File: src/rtl/pong_game_ctrl.sv
// Pong game-flow controller: sequences new-game, serve, play and game-over
// phases, keeps saturating BCD scores and declares the winner.
module pong_game_ctrl #(
  parameter int WIN_SCORE   = 5,
  parameter int SERVE_TICKS = 120,
  parameter int OVER_TICKS  = 180
) (
  input  logic       clk,
  input  logic       reset,
  input  logic [3:0] btn,
  input  logic       refresh_tick,
  input  logic [1:0] hit,
  input  logic       miss,
  output logic       gra_still,
  output logic [3:0] p1_score,
  output logic [3:0] p2_score,
  output logic [1:0] winner,
  output logic [1:0] game_state
);

  typedef enum logic [1:0] {
    S_NEWGAME = 2'b00,
    S_PLAY    = 2'b01,
    S_NEWBALL = 2'b10,
    S_OVER    = 2'b11
  } state_t;

  localparam logic [3:0] LP_WIN   = 4'(WIN_SCORE);
  localparam logic [7:0] LP_SERVE = 8'(SERVE_TICKS);
  localparam logic [7:0] LP_OVER  = 8'(OVER_TICKS);

  state_t     r_state, w_stateNext;
  logic [3:0] r_p1Score, r_p2Score, w_p1Next, w_p2Next, w_p1Inc, w_p2Inc;
  logic [1:0] r_winner, w_winnerNext;
  logic [7:0] r_timer, w_timerNext;
  logic [3:0] r_btnPrev;
  logic       w_start;

  assign w_start = (|btn) & ~(|r_btnPrev);
  assign w_p1Inc = (r_p1Score >= 4'd9) ? 4'd9 : r_p1Score + 4'd1;
  assign w_p2Inc = (r_p2Score >= 4'd9) ? 4'd9 : r_p2Score + 4'd1;

  // btn_prev resets to all-ones so a button held through reset cannot start a game.
  always_ff @(posedge clk or posedge reset) begin
    if (reset) begin
      r_state   <= S_NEWGAME;
      r_p1Score <= 4'd0;
      r_p2Score <= 4'd0;
      r_winner  <= 2'b00;
      r_timer   <= 8'd0;
      r_btnPrev <= 4'hF;
    end else begin
      r_state   <= w_stateNext;
      r_p1Score <= w_p1Next;
      r_p2Score <= w_p2Next;
      r_winner  <= w_winnerNext;
      r_timer   <= w_timerNext;
      r_btnPrev <= btn;
    end
  end

  always_comb begin
    w_stateNext  = r_state;
    w_p1Next     = r_p1Score;
    w_p2Next     = r_p2Score;
    w_winnerNext = r_winner;
    w_timerNext  = r_timer;
    case (r_state)
      S_NEWGAME: begin
        if (w_start) w_stateNext = S_PLAY;
      end
      S_PLAY: begin
        // hit[1] has priority; a miss with no exit side is ignored.
        if (miss && hit[1]) begin
          w_p1Next = w_p1Inc;
          if (w_p1Inc == LP_WIN) begin
            w_stateNext  = S_OVER;
            w_winnerNext = 2'b01;
            w_timerNext  = LP_OVER;
          end else begin
            w_stateNext = S_NEWBALL;
            w_timerNext = LP_SERVE;
          end
        end else if (miss && hit[0]) begin
          w_p2Next = w_p2Inc;
          if (w_p2Inc == LP_WIN) begin
            w_stateNext  = S_OVER;
            w_winnerNext = 2'b10;
            w_timerNext  = LP_OVER;
          end else begin
            w_stateNext = S_NEWBALL;
            w_timerNext = LP_SERVE;
          end
        end
      end
      S_NEWBALL: begin
        if (r_timer == 8'd0)   w_stateNext = S_PLAY;
        else if (refresh_tick) w_timerNext = r_timer - 8'd1;
      end
      S_OVER: begin
        if (r_timer == 8'd0) begin
          if (w_start) begin
            w_stateNext  = S_NEWGAME;
            w_p1Next     = 4'd0;
            w_p2Next     = 4'd0;
            w_winnerNext = 2'b00;
          end
        end else if (refresh_tick) begin
          w_timerNext = r_timer - 8'd1;
        end
      end
      default: w_stateNext = S_NEWGAME;
    endcase
  end

  assign game_state = r_state;
  assign gra_still  = (r_state != S_PLAY);
  assign p1_score   = r_p1Score;
  assign p2_score   = r_p2Score;
  assign winner     = r_winner;

endmodule

File: config.mk
export PLATFORM = sky130hd
export DESIGN_NAME = pong_game_ctrl
export DESIGN_NICKNAME = d
export VERILOG_FILES = /design/src/rtl/pong_game_ctrl.sv
export SDC_FILE = /design/constraint.sdc
export NUM_CORES = 1
export LEC_CHECK = 0
export ABC_AREA = 1
export CAP_MARGIN = 40
export CORE_UTILIZATION = 29
export DETAILED_ROUTE_END_ITERATION = 12
export PLACE_DENSITY = 0.49
export SYNTH_ARGS = -nofsm -noshare
export SYNTH_HDL_FRONTEND = slang
export SYNTH_SLANG_ARGS = --single-unit
File: constraint.sdc
create_clock -name clk -period 4.4 [get_ports clk]
set_input_delay 1.1 -clock clk [delete_from_list [all_inputs] [get_ports clk]]
set_output_delay 1.1 -clock clk [all_outputs]
set_load 0.1 [all_outputs]
==> results_dict.tcl, run 1 <==
set metrics [dict create \
    hp-class "reg -> reg" \
    worst_setup_path_end_kind "output pin" \
    drv_slew 0 \
    synth_seq_area_share 0.401 \
    timing.critical_path.cells "nor2_4 > inv_1 > clkdlybuf4s50_1 > buf_8" \
    h-tree-depth 1 \
    grt_pass1_wl_um 6030 \
    hold_violations 0 \
    hold_buffers 0 \
    worstMarginPinSlew_ns 0.538 \
    grt_pass1_vias 1279 \
    grt_antenna_before_repair 0 \
    status "finished, final reports clean" \
    fin_nets 260 \
    ant_nets 0 \
    cts_buffers 3 \
    cap_violations 0 \
    die_h_um 74.1 \
    root_buffer "clkbuf_8" \
    worstPathArrival_ns 1.74 \
    start_util 0.311 \
    clockBufferDepth 2 \
    globalplace.congestion 0.772 \
    dr.pass1.iters 4 \
    cpPeakStageDelay_ns 0.58 \
    synth_cell_types 27 \
    drt_iter0_markers 74 \
    post_cts_resize_count 0 \
    dieArea_sq_mm 0.00550 \
    fmax_mhz 352 \
    finalClockSkew_ns 0.00915 \
    grt_start_max_net_pins 15 \
    crit_path_max_fanout 10 \
    start_kind "flip-flop" \
    io_pins 23 \
    num_vias 1360 \
    layout_min_cycle_time_ns 2.84 \
    port_buffers 22 \
    cts_sinks 24 \
    routed_wl_um 3390 \
    yosysWarnings 0 \
    placementRows 25 \
    synth-seq-cells 24 \
    syn_area_per_cell_sq_um 7.43 \
    synth_fp_nets 220 \
    dp_hpwl_um 2620 \
    required_ns 3.30 \
    cts_setup_buffers 0 \
    fp.dieW_um 74.1 \
    diodes 0 \
    grtUsageTotal 0.145 \
    drc 0 \
    critPathSlowestCell "dfrtp_1" \
    critical_path_class "reg -> out" \
    viasPerCell 4.40 \
    worst_skew_pair.late_latency_ns 0.27 \
    coreArea_sq_mm 0.00485 \
    syn_area_sq_mm 0.00151 \
    rsz0062_at_grt "no" \
    tritoncts "yes" \
    area_delta_synth_final_pct 38.2 \
    fin_crit_sh 0.646 \
    relSlewSlack 0.641 \
    syn_inst 203 \
    drive_gt1_frac 0.157 \
    path_clk_slew_ns 0.09 \
    overflow 0 \
    setup_tns_ns 0 \
    post_drt_wl_per_cell_um 11.0 \
    setup_viol 0 \
    r2r_setup_slack_ns 2.73 \
]
-- path summary, 6_finish.rpt --
path | start | depth (start not counted) | to
worst max register to register | r_timer[0] | 9 | winner[0]
worst min register to register | winner[1] | 2 | winner[1]
max in group asynchronous | reset | 3 | r_btnPrev[1]
worst min-delay path | winner[1] | 2 | winner[1]
min in group asynchronous | reset | 2 | r_timer[3]
worst max-delay path | game_state[1] | 4 | gra_still
-- synthesized netlist by cell type --
cell | instances | area, sq um
nand3_1 | 19 | 95.1
nand2_2 | 2 | 12.5
buf_4 | 1 | 7.51
xor2_1 | 2 | 17.5
nor2_4 | 2 | 22.5
inv_2 | 1 | 3.75
dfrtp_1 | 20 | 500
a31oi_2 | 1 | 12.5
nor2_1 | 24 | 90.1
o21ai_0 | 9 | 45.0
nor3_1 | 2 | 10.0
nand3_2 | 2 | 20.0
clkinv_1 | 1 | 3.75
nand4_1 | 5 | 31.3
a21oi_4 | 1 | 16.3
o21ai_2 | 2 | 17.5
inv_1 | 24 | 90.1
ha_1 | 7 | 87.6
and3_4 | 1 | 11.3
a21oi_1 | 4 | 20.0
o21ai_1 | 2 | 10.0
nand2_1 | 61 | 229
o21ai_4 | 1 | 16.3
inv_4 | 1 | 6.26
xnor2_1 | 1 | 8.76
dfstp_2 | 4 | 105
nor2_2 | 3 | 18.8
-- state kept, by name (all words and copies together) (netlist names) --
name,flops
p1_score,4
game_state,2
r_btnPrev,4
r_timer,8
p2_score,4
winner,2
-- placed cells by master (no fill, tap or decap), types with 2 or more instances in the layout --
master,count
a21oi_1,4
buf_16,2
buf_8,12
clkbuf_8,3
clkdlybuf4s50_1,22
dfrtp_1,20
dfstp_2,4
ha_1,7
inv_1,24
nand2_1,61
nand2_2,2
nand3_1,19
nand3_2,2
nand4_1,5
nor2_1,24
nor2_2,3
nor2_4,2
nor3_1,2
o21ai_0,9
o21ai_1,2
o21ai_2,2
xor2_1,2
-- cells by family (layout without fill, tap and decap cells) --
group                      count (synthesis)  after routing  synth area share
and+or+nand+nor                          121            121             0.358
buffers and inverters                     28             67            0.0738
DFF                                       24             24             0.401
AOI/OAI and AO/OA                         20             20            0.0912
adders and majority gates                  7              7            0.0580
xor gates and xnor gates                   3              3            0.0174
-- through the flow --
| stage | util | instance area (sq um) | std cells | setup slack, ns | hold slack (ns) |
|---|---|---|---|---|---|
| finish | 0.430 | 2090 | 309 | 1.56 | 0.496 |
| global route | 0.430 | 2090 | 309 | 1.46 | 0.541 |
| CTS | 0.430 | 2090 | 309 | 1.54 | 0.499 |
| detailed placement | 0.421 | 2040 | 305 | 1.76 | 0.466 |
| global placement | 0.372 | 1810 | 291 | 1.46 | 0.484 |
| floorplan | - | 1510 | 203 | 1.43 | 0.475 |
-- metal layers --
metal / vias up / track usage / wire length (um)
li1: 726 / - / -
met1: 608 / 0.215 / 1800
met2: 22 / 0.214 / 1460
met3: 4 / 0.0203 / 78
met4: 0 / 0.0513 / 51
met5: - / 0 / 0
-- area by class of cell --
type | count | area [sq um]
multi-input cells | 151 | 792
flip-flops and latches | 24 | 606
repair buffers | 36 | 455
well taps | 67 | 83.8
clock buffers | 4 | 45.0
fillers | 515 | 2760
inverters | 27 | 104
-- worst max-delay path: cells and delay by family (launching register included) --
family                 cells  cell delay, ns
buffers and inverters      3            0.79
DFF                        1            0.58
and+or+nand+nor            1            0.10
Power of run 1 is left out: the tool's default activity adds up to more than one toggle a clock period on the data nets, which glitch-free logic cannot reach.
==> run 2, diff against run 1 <==
--- a/config.mk
+++ b/config.mk
@@ -9,7 +9,7 @@
 export CAP_MARGIN = 40
 export CORE_UTILIZATION = 29
 export DETAILED_ROUTE_END_ITERATION = 12
-export PLACE_DENSITY = 0.49
+export PLACE_DENSITY = 0.51
 export SYNTH_ARGS = -nofsm -noshare
 export SYNTH_HDL_FRONTEND = slang
 export SYNTH_SLANG_ARGS = --single-unit
==> constraint.sdc (replaced) <==
create_clock -name clk -period 2.3 [get_ports clk]
set_input_delay 0.575 -clock clk [delete_from_list [all_inputs] [get_ports clk]]
set_output_delay 0.575 -clock clk [all_outputs]
set_load 0.1 [all_outputs]
==> results_dict.tcl, run 2 (same netlist as run 1, synthesis figures left out) <==
set metrics [dict create \
    status "finished, final reports clean" \
    fmax_mhz 545 \
    clockBufferDepth 2 \
    globalplace.congestion 0.805 \
    drt_iter0_markers 87 \
    tritoncts "yes" \
    root_buffer "clkbuf_8" \
    cpPeakStageDelay_ns 0.51 \
    layout_min_cycle_time_ns 1.83 \
    cts_setup_buffers 0 \
    worst_skew_pair.late_latency_ns 0.27 \
    routed_wl_um 3220 \
    grt_antenna_before_repair 0 \
    ant_nets 0 \
    worstPathArrival_ns 1.26 \
    dp_hpwl_um 2400 \
    drc 0 \
    post_cts_resize_count 0 \
    worstMarginPinSlew_ns 0.539 \
    io_pins 23 \
    grtUsageTotal 0.129 \
    required_ns 1.73 \
    h-tree-depth 1 \
    layout_commonest_cell "nand2_1" \
    critical_path_class "reg -> out" \
    grt_start_max_net_pins 25 \
    worst_setup_path_end_kind "output pin" \
    crit_path_max_fanout 10 \
    start_util 0.311 \
    drv_slew 0 \
    hold_buffers 0 \
    fp.dieW_um 74.1 \
    hp-class "reg -> reg" \
    hold_violations 0 \
    relSlewSlack 0.638 \
    setup_tns_ns 0 \
    drive_gt1_frac 0.179 \
    cts_sinks 24 \
    fin_nets 247 \
    layout_common_cells "nand2_1 (61), inv_1 (24), nor2_1 (24), nand3_1 (19), dfrtp_1 (18)" \
    placementRows 25 \
    dieArea_sq_mm 0.00550 \
    cap_violations 0 \
    fillers 499 \
    setup_viol 0 \
    fin_crit_sh 0.798 \
    area_delta_synth_final_pct 22.6 \
    cts_buffers 3 \
    num_vias 1307 \
    coreArea_sq_mm 0.00485 \
    path_clk_slew_ns 0.09 \
    dr.pass1.iters 4 \
    largest_reg_flops 8 \
    viasPerCell 4.42 \
    timing.critical_path.cells "nor2_4 > inv_1 > buf_12" \
    grt_pass1_wl_um 5360 \
    diodes 0 \
    critPathSlowestCell "dfrtp_2" \
    grt_pass1_vias 1130 \
    overflow 0 \
    rsz0062_at_grt "no" \
    post_drt_wl_per_cell_um 10.9 \
    die_h_um 74.1 \
    port_buffers 22 \
    top_register "r_timer" \
    hold_slack_ns 0.496 \
    start_kind "flip-flop" \
    postLayoutCoreUtil 0.382 \
    finalClockSkew_ns 0.00254 \
]
==> run 2: cell types whose count changed in the layout (fill, tap and decap cells not counted), moves of 2 or more <==
cell,before,now
dfrtp_1,20,18
dfrtp_2,0,2
buf_4,0,13
buf_16,2,0
buf_8,12,0
clkdlybuf4s50_1,22,9
==> run 2: layout make-up <==
cell class / count / area [sq um] / share of cell area
clock buffers: 4 / 55.1 / 0.0297
inverters: 27 / 104 / 0.0561
multi-input cells: 151 / 792 / 0.428
flip-flops and latches: 24 / 608 / 0.329
well taps: 67 / 83.8 / 0.0453
repair buffers: 23 / 208 / 0.112
==> run 2: final timing paths <==
| path | from | to | slack (ns) | cells after the start |
|---|---|---|---|---|
| max in group asynchronous | reset | r_btnPrev[0] | 1.36 | 3 |
| hold reg to reg | winner[0] | winner[0] | 0.50 | 2 |
| hold / removal | winner[0] | winner[0] | 0.50 | 2 |
| setup / recovery | game_state[1] | gra_still | 0.47 | 3 |
| min in group asynchronous | reset | r_timer[1] | 0.64 | 3 |
| setup reg to reg | r_timer[1] | winner[1] | 0.65 | 9 |
==> run 2: routing by layer <==
layer / wire length, um / global-route usage / up-vias / share of wire
met5: 0 / 0 / - / 0
met4: 28 / 0.0449 / 0 / 0.0087
met3: 118 / 0.0217 / 2 / 0.037
met2: 1400 / 0.191 / 25 / 0.44
met1: 1670 / 0.189 / 579 / 0.52
li1: - / - / 701 / -
==> run 2: through the flow <==
step                      instances  setup slack, ns  instance area, sq um
after detailed placement        292            0.194                  1800
after global routing            296            0.325                  1850
after CTS                       296            0.444                  1850
final                           296            0.466                  1850
after floorplan                 203            0.151                  1510
after global placement          292            0.275                  1800
==> run 2: worst max-delay path, delay by kind of cell, from the launching register on <==
family	cells	cell delay [ns]
buffers and inverters	2	0.27
flip-flops	1	0.51
AND/OR/NAND/NOR	1	0.20
Power of run 2 is left out for the same reason.
